===== config.mk =====
export PLATFORM = sky130hd
export DESIGN_NAME = imem_loader
export DESIGN_NICKNAME = d
export VERILOG_FILES = /design/src/rtl/imem_pkg.sv /design/src/rtl/byte_packer.sv /design/src/rtl/imem_loader.sv
export SDC_FILE = /design/constraint.sdc
export NUM_CORES = 1
export LEC_CHECK = 0
export CORE_MARGIN = 4
export CORE_UTILIZATION = 40
export CTS_CLUSTER_DIAMETER = 200
export DETAILED_ROUTE_END_ITERATION = 16
export GPL_TIMING_DRIVEN = 0
export HOLD_SLACK_MARGIN = 0.03
export SLEW_MARGIN = 20
export SYNTH_ARGS = -nofsm -noshare
export SYNTH_HDL_FRONTEND = slang
export SYNTH_SLANG_ARGS = --single-unit
export TNS_END_PERCENT = 1

===== constraint.sdc =====
create_clock -name clk -period 2.8 [get_ports clk]
set_clock_uncertainty 0.05 [all_clocks]
set_input_delay 0.56 -clock clk [delete_from_list [all_inputs] [get_ports clk]]
set_output_delay 0.56 -clock clk [all_outputs]
set_load 0.05 [all_outputs]

===== src/rtl/imem_pkg.sv =====
// Shared types and sizing for the instruction-memory loader.
package imem_pkg;

    localparam int unsigned IMEM_ADDR_W = 10;
    localparam int unsigned IMEM_DEPTH  = 256;

    typedef enum logic [1:0] {
        StIdle,
        StCollect,
        StWrite,
        StDone
    } state_e;

endpackage


===== src/rtl/byte_packer.sv =====
// Packs a byte stream big-endian into 32-bit words; flags the byte that completes a word.
module byte_packer (
    input  logic        clk,
    input  logic        rst_n,
    input  logic        clear,
    input  logic        shift_en,
    input  logic [7:0]  data,
    output logic [31:0] word,
    output logic        word_ready
);

    // Only the first three bytes need storage; the fourth is taken straight from data.
    logic [23:0] shreg_q;
    logic [1:0]  cnt_q;

    always_ff @(posedge clk) begin
        if (!rst_n || clear) begin
            shreg_q <= '0;
            cnt_q   <= '0;
        end else if (shift_en) begin
            shreg_q <= {shreg_q[15:0], data};
            cnt_q   <= cnt_q + 2'd1;
        end
    end

    assign word       = {shreg_q, data};
    assign word_ready = shift_en && (cnt_q == 2'd3);

endmodule


===== src/rtl/imem_loader.sv =====
// Streams a program image into instruction memory, holding the CPU until the load completes.
module imem_loader
    import imem_pkg::*;
#(
    parameter int unsigned ADDR_W = IMEM_ADDR_W,
    parameter int unsigned DEPTH  = IMEM_DEPTH
) (
    input  logic              clk,
    input  logic              rst_n,
    input  logic              start,
    input  logic [ADDR_W-2:0] len,
    input  logic              s_valid,
    input  logic [7:0]        s_data,
    output logic              s_ready,
    output logic              imem_we,
    output logic [ADDR_W-1:0] imem_addr,
    output logic [31:0]       imem_wdata,
    output logic              busy,
    output logic              cpu_hold,
    output logic              done,
    output logic              err,
    output logic [31:0]       checksum
);

    localparam logic [ADDR_W-2:0] MaxLen = (ADDR_W-1)'(DEPTH);
    localparam logic [ADDR_W-2:0] LenOne = 1;
    localparam logic [ADDR_W-3:0] IdxOne = 1;

    state_e            state_q;
    logic [ADDR_W-2:0] len_q;
    logic [ADDR_W-3:0] word_idx_q;

    logic        start_ok;
    logic        last_word;
    logic [31:0] packed_word;
    logic        word_ready;

    assign start_ok  = (state_q == StIdle) && start && (len != '0) && (len <= MaxLen);
    assign last_word = ({1'b0, word_idx_q} == (len_q - LenOne));

    byte_packer u_byte_packer (
        .clk        (clk),
        .rst_n      (rst_n),
        .clear      (start_ok),
        .shift_en   (s_valid && s_ready),
        .data       (s_data),
        .word       (packed_word),
        .word_ready (word_ready)
    );

    always_ff @(posedge clk) begin
        if (!rst_n) begin
            state_q    <= StIdle;
            len_q      <= '0;
            word_idx_q <= '0;
            s_ready    <= 1'b0;
            imem_we    <= 1'b0;
            imem_addr  <= '0;
            imem_wdata <= '0;
            busy       <= 1'b0;
            done       <= 1'b0;
            err        <= 1'b0;
            checksum   <= '0;
        end else begin
            imem_we <= 1'b0;
            done    <= 1'b0;
            err     <= 1'b0;
            unique case (state_q)
                StIdle: begin
                    if (start_ok) begin
                        len_q      <= len;
                        word_idx_q <= '0;
                        checksum   <= '0;
                        s_ready    <= 1'b1;
                        busy       <= 1'b1;
                        state_q    <= StCollect;
                    end else if (start) begin
                        err <= 1'b1;
                    end
                end
                StCollect: begin
                    if (word_ready) begin
                        s_ready    <= 1'b0;
                        imem_we    <= 1'b1;
                        imem_addr  <= {word_idx_q, 2'b00};
                        imem_wdata <= packed_word;
                        state_q    <= StWrite;
                    end
                end
                StWrite: begin
                    checksum <= checksum ^ imem_wdata;
                    if (last_word) begin
                        done    <= 1'b1;
                        state_q <= StDone;
                    end else begin
                        word_idx_q <= word_idx_q + IdxOne;
                        s_ready    <= 1'b1;
                        state_q    <= StCollect;
                    end
                end
                StDone: begin
                    busy    <= 1'b0;
                    state_q <= StIdle;
                end
                default: state_q <= StIdle;
            endcase
        end
    end

    assign cpu_hold = busy;

endmodule


==> metrics, run 1 <==
Setup TNS 0 ps; CTS max path bufs 2; Seq/Total Area, Yosys 0.495; Slew Limit Fails 0; Synth cell types 61; Critical Path Fanout Max 10; Worst VDD drop 0.418 mV; Compound-Gate Fraction of Synth Area 0.114; Initial Util 0.409; Final WS setup 171 ps; clock root buffer clkbuf_16; Die X-Extent 119 µm; pre-CTS WS -428 ps; Final min period 2630 ps; Synth Area in Simple Gates 0.241; Area Overhead vs Synth 36.7%; Setup Crit Path Kind primary input to register; hold_buf cts 0; die height 119 µm; Critical Path End Type register; Core Area 12100 µm²; Leakage Power 2.43 nW; Reg2Reg Depth 8; Hold Path Class register to register; Post-Synthesis Cells 595; Fin. Hold Viols 0; vias per inst 4.76; num ports 101; clk slew on worst S/H paths 50 ps; post-synthesis mux area share 0.0266; DIE AREA 14200 µm²; run status complete, no violations; DR vias 4248; Worst setup SP type primary input; worst r2r src len_q[0]$_SDFFE_PN0P_; Rel. slew slack 0.621; largest net degree at the start of global routing 17; CP Data Arrival Time 2870 ps; Least-Margin Pin Slew 564 ps; fin nets 736; Final period util 0.939; Synth Area in XOR/XNOR 0.0710; Ys Warns 0; global-route wire length before repair 20600 µm; layout cells sized above 1 0.0815; Final setup viols 0; grt total ovfl 0; H-tree level count 4; Post-Synth Adder-Cell Area 0.00760; Hold Startpoint imem_addr[2]$_SDFFE_PN0P_; Post-synth ARST share 0; TritonCTS Buffers 17; Top FF cell, synth dfxtp_1; Remaining DRCs 0; drt initial violations 165; Power Density 620 nW/µm²; worst r2r dst word_idx_q[5]$_SDFFE_PN0P_; num rows 40; vias in the first global route 4098; PortBufs 97; Synth Register Bits 122; number of synthesized flops with an enable pin 0; Overall Global Routing Usage 0.181; Final HPWL DP 9240 µm; synthesized area 4940 µm²; CTS tree done; maxcap violations 0; 1st-pass router iterations 4; routability cong. 0.849; CP required 3040 ps; R2R setup slack 210 ps; Synth Area per Inst 8.30 µm²; post-route ant nets 0; fin util 0.559; # clock sinks 122; total wire length 12400 µm; Highest Clock Rate 380 MHz; CP Launch Point len[4]; Worst Setup EP word_idx_q[5]$_SDFFE_PN0P_; largest family of logic cells by synthesized area simple AND/OR/NAND/NOR gates; initial antenna violation count 0; Wirelength per Cell 13.9 µm; insertion delay to the later sink of the worst-skew pair 410 ps; # diodes 0
critical path: stages:
cell,delay [ps]
clkdlybuf4s50_1,420
nor4_1,390
a21boi_1,210
or3_1,400
clkbuf_1,180
nand2_1,140
clkbuf_2,240
nor2_1,60
mux2_1,280
report_power, final:
part,internal (mW),total (mW),switching [mW]
clock network,1.44,2.18,0.741
logic,0.0959,0.234,0.138
registers,1.75,1.77,0.0151
cell families (layout without fill, tap and decap cells):
family,after synthesis,count (layout)
AND/OR/NAND/NOR,275,275
flip-flops,122,122
AO/OA/AOI/OAI,92,92
buffers and inverters,50,178
XOR/XNOR,40,40
multiplexers,12,12
adder cells (fa/ha/maj),3,3
other,1,2
stage by stage:
step           instance area [µm²]  power, mW  instances  hold WS [ps]
2_1_floorplan                 4940       1.95        596           382
3_3_place_gp                  6120       2.03        861           396
6_report                      6750       4.19        892           401
4_1_cts                       6720       4.22        892           405
3_5_place_dp                  6120       2.04        861           398
5_1_grt                       6750       4.33        892           420
cell type report:
type	instances	area (µm²)
Fill cell	1169	5310
Clock inverter	6	85.1
Inverter	8	30.0
Clock buffer	25	515
Multi-Input combinational cell	424	2300
Buffer	42	196
Timing Repair Buffer	97	971
Sequential cell	122	2440
Tap cell	168	210
routing by layer:
| layer | up-vias | part of all wire | wire length [µm] | GRT usage |
|---|---|---|---|---|
| met1 | 1961 | 0.47 | 5850 | 0.237 |
| met5 | - | 0 | 0 | 0 |
| li1 | 2180 | - | - | - |
| met3 | 15 | 0.049 | 613 | 0.0480 |
| met2 | 92 | 0.46 | 5730 | 0.284 |
| met4 | 0 | 0.018 | 223 | 0.0739 |
layout by cell type (no fill, tap or decap), types with 5 or more instances in the layout:
master,netlist,routed
clkbuf_1,28,29
xor2_1,35,35
inv_1,7,7
xnor2_1,5,5
nand2_1,174,174
mux2i_1,9,9
clkdlybuf4s50_1,0,97
buf_2,8,5
a21oi_1,69,69
clkbuf_8,0,6
clkbuf_16,0,17
dfxtp_1,122,122
nand3_1,6,6
nor2_1,54,54
worst min-delay path by stage:
stage               slack [ps]                                     end  cells after the start
floorplan                  380             imem_wdata[24]$_SDFFE_PN0P_                      2
global placement           400               imem_addr[2]$_SDFFE_PN0P_                      2
detailed placement         400  u_byte_packer.shreg_q[23]$_SDFFE_PP0P_                      2
CTS                        400               imem_addr[2]$_SDFFE_PN0P_                      2
global route               420               imem_addr[2]$_SDFFE_PN0P_                      2
finish                     400               imem_addr[2]$_SDFFE_PN0P_                      2
flip-flops by register name, indices dropped and copies added, names as in the netlist:
name	count
busy	1
checksum	32
done	1
err	1
imem_addr	8
imem_wdata	32
imem_we	1
len_q	9
s_ready	1
state_q	2
u_byte_packer.cnt_q	2
u_byte_packer.shreg_q	24
word_idx_q	8
cell usage after synthesis, types with 2 or more instances:
master / instances / area, µm²
nor2_2: 2 / 12.5
and4_1: 2 / 17.5
xor2_1: 35 / 307
nand4_1: 2 / 12.5
and3_1: 4 / 25.0
nor2_1: 54 / 203
mux2i_1: 9 / 90.1
nor4_1: 4 / 25.0
a221oi_1: 2 / 17.5
inv_1: 7 / 26.3
or3_1: 3 / 18.8
xnor2_1: 5 / 43.8
a21oi_1: 69 / 345
buf_4: 3 / 22.5
and2_1: 4 / 25.0
ha_1: 3 / 37.5
mux2_4: 2 / 30.0
nor3_2: 2 / 20.0
o21ai_1: 2 / 10.0
o22ai_1: 2 / 12.5
dfxtp_1: 122 / 2440
nand2_1: 174 / 653
clkbuf_1: 28 / 105
nand3_1: 6 / 30.0
nand2b_1: 2 / 12.5
buf_2: 8 / 40.0
nor2b_1: 4 / 25.0
nor3_1: 2 / 10.0
timing repair:
action,CTS,global route
endpoints found under the setup margin,0,64
buffers inserted,0,0
resized for setup,0,7
Note: power is estimated with default switching activity, not from simulation.
==> run 2: changes to the inputs <==
--- a/config.mk
+++ b/config.mk
@@ -5,7 +5,7 @@
 export SDC_FILE = /design/constraint.sdc
 export NUM_CORES = 1
 export LEC_CHECK = 0
-export CORE_MARGIN = 4
+export CORE_MARGIN = 2
 export CORE_UTILIZATION = 40
 export CTS_CLUSTER_DIAMETER = 200
 export DETAILED_ROUTE_END_ITERATION = 16
==> run 2 against run 1 <==
Compared with the run above: flip-flop and latch count is the same; utilization shrank 0.32 points; final area shrank 0.98%; non-clock buffer count is the same; final cell count shrank 2.5%.
==> metrics, run 2 (synthesis results as in run 1) <==
CTS tree done; RSZ-0062 raised after global routing false; sw frac 0.217; 1st-pass router iterations 4; postcts setup bufs 0; routability cong. 0.893; Worst setup SP type register; CP Data Arrival Time 2890 ps; Critical Path End Type register; Remaining DRCs 0; fin util 0.556; CP required 3040 ps; H-tree level count 4; Area Overhead vs Synth 35.4%; fin nets 736; Final min period 2650 ps; layout cells sized above 1 0.0816; Cell Int Power 3.18 mW; Rel. slew slack 0.626; clk slew on worst S/H paths 50 ps; CTS max path bufs 2; Reg2Reg Depth 8; Hold Startpoint u_byte_packer.shreg_q[19]$_SDFFE_PP0P_; Fin. Hold Viols 0; Final setup viols 0; Final period util 0.947; global-route wire length before repair 19900 µm; NetSw 0.881 mW; Hold Path Stages 2; Power Density 608 nW/µm²; Leakage Power 2.42 nW; drt initial violations 201; total wire length 12200 µm; Slew Limit Fails 0; commonest non-fill, non-tap cells in the layout nand2_1, dfxtp_1, clkdlybuf4s50_1; CP Launch Point len_q[0]$_SDFFE_PN0P_; most common cell after layout, fill and taps aside nand2_1; Initial Util 0.411; Setup TNS 0 ps; # diodes 0; worst r2r dst word_idx_q[5]$_SDFFE_PN0P_; num rows 40; Least-Margin Pin Slew 560 ps; biggest regs checksum (32), imem_wdata (32), u_byte_packer.shreg_q (24); hold_buf cts 0; final instance area 6680 µm²; die height 115 µm; Hold Path Class register to register; num ports 101; Highest Clock Rate 377 MHz; clock network power share 0.507; # clock sinks 122; TritonCTS Buffers 17; insertion delay to the later sink of the worst-skew pair 400 ps; post-route ant nets 0; combinational power share 0.058; R2R setup slack 150 ps; Overall Global Routing Usage 0.190; PortBufs 97; maxcap violations 0; Wirelength per Cell 14.0 µm; Final HPWL DP 8780 µm; Worst VDD drop 0.294 mV; grt total ovfl 0; run status complete, no violations; initial antenna violation count 0; Area after DPL 6090 µm²; clock root buffer clkbuf_16; Die X-Extent 115 µm; largest net degree at the start of global routing 17; part of the power in registers 0.435; Core Area 12000 µm²; Setup Crit Path Kind register to register; Critical Path Fanout Max 6; filler cell count 1133; vias in the first global route 4059; vias per inst 4.92; Hold EP imem_wdata[27]$_SDFFE_PN0P_; DR vias 4282; worst r2r src len_q[0]$_SDFFE_PN0P_; Total Power 4.06 mW; DIE AREA 13200 µm²
[run 2: changes by cell type in the layout (fill, tap and decap cells not counted), sizes merged]
cell	before	now
clkbuf	57	51
clkinv	2	7
buf	10	12
clkinvlp	2	0
[run 2: cell type report]
cell class                      instances  area, µm²  area share
Sequential cell                       122       2440       0.366
Multi-Input combinational cell        424       2300       0.345
Timing Repair Buffer                   97        971       0.145
Clock buffer                           21        460      0.0689
Buffer                                 42        191      0.0287
Tap cell                              147        184      0.0275
Clock inverter                          9       98.8      0.0148
Inverter                                8       30.0     0.00449
[run 2: metrics by stage]
step           cells  setup slack, ps  hold slack [ps]
2_1_floorplan    596              405              382
3_3_place_gp     840             -444              394
3_5_place_dp     840             -431              396
4_1_cts          870             36.3              404
5_1_grt          870             31.0              425
6_report         870              148              403
[run 2: worst max-delay path, cell delays in order (launching register included)]
cell and delay (ps):
dfxtp_1 350, inv_1 80, ha_1 290, or4b_4 520, o32a_4 390, a31oi_4 160
nand4b_2 220, nand3_1 160, mux2_1 320
[run 2: power groups by stage]
stage               logic, mW  clock network, mW  registers, mW
floorplan               0.144                  0           1.81
global placement        0.225                  0           1.80
detailed placement      0.230                  0           1.80
CTS                     0.232               2.10           1.77
global route            0.254               2.18           1.77
finish                  0.234               2.06           1.77
[run 2: worst max path at each step]
stage	to	slack [ps]
after floorplan	word_idx_q[4]$_SDFFE_PN0P_	400
after global placement	err$_SDFF_PP0_	-440
after detailed placement	checksum[11]$_SDFFE_PN0P_	-430
after CTS	word_idx_q[3]$_SDFFE_PN0P_	40
after global routing	checksum[29]$_SDFFE_PN0P_	30
final	word_idx_q[5]$_SDFFE_PN0P_	150
[run 2: timing repair]
item	CTS	global route
pin swaps	0	0
gates resized for setup	1	4
setup endpoints to repair	13	59
[run 2: layer usage]
| layer | vias to the layer above | wire length [µm] | track usage |
|---|---|---|---|
| met5 | - | 0 | 0 |
| met4 | 0 | 236 | 0.0755 |
| met3 | 18 | 688 | 0.0464 |
| met2 | 117 | 5380 | 0.293 |
| met1 | 1963 | 5870 | 0.258 |
| li1 | 2184 | - | - |
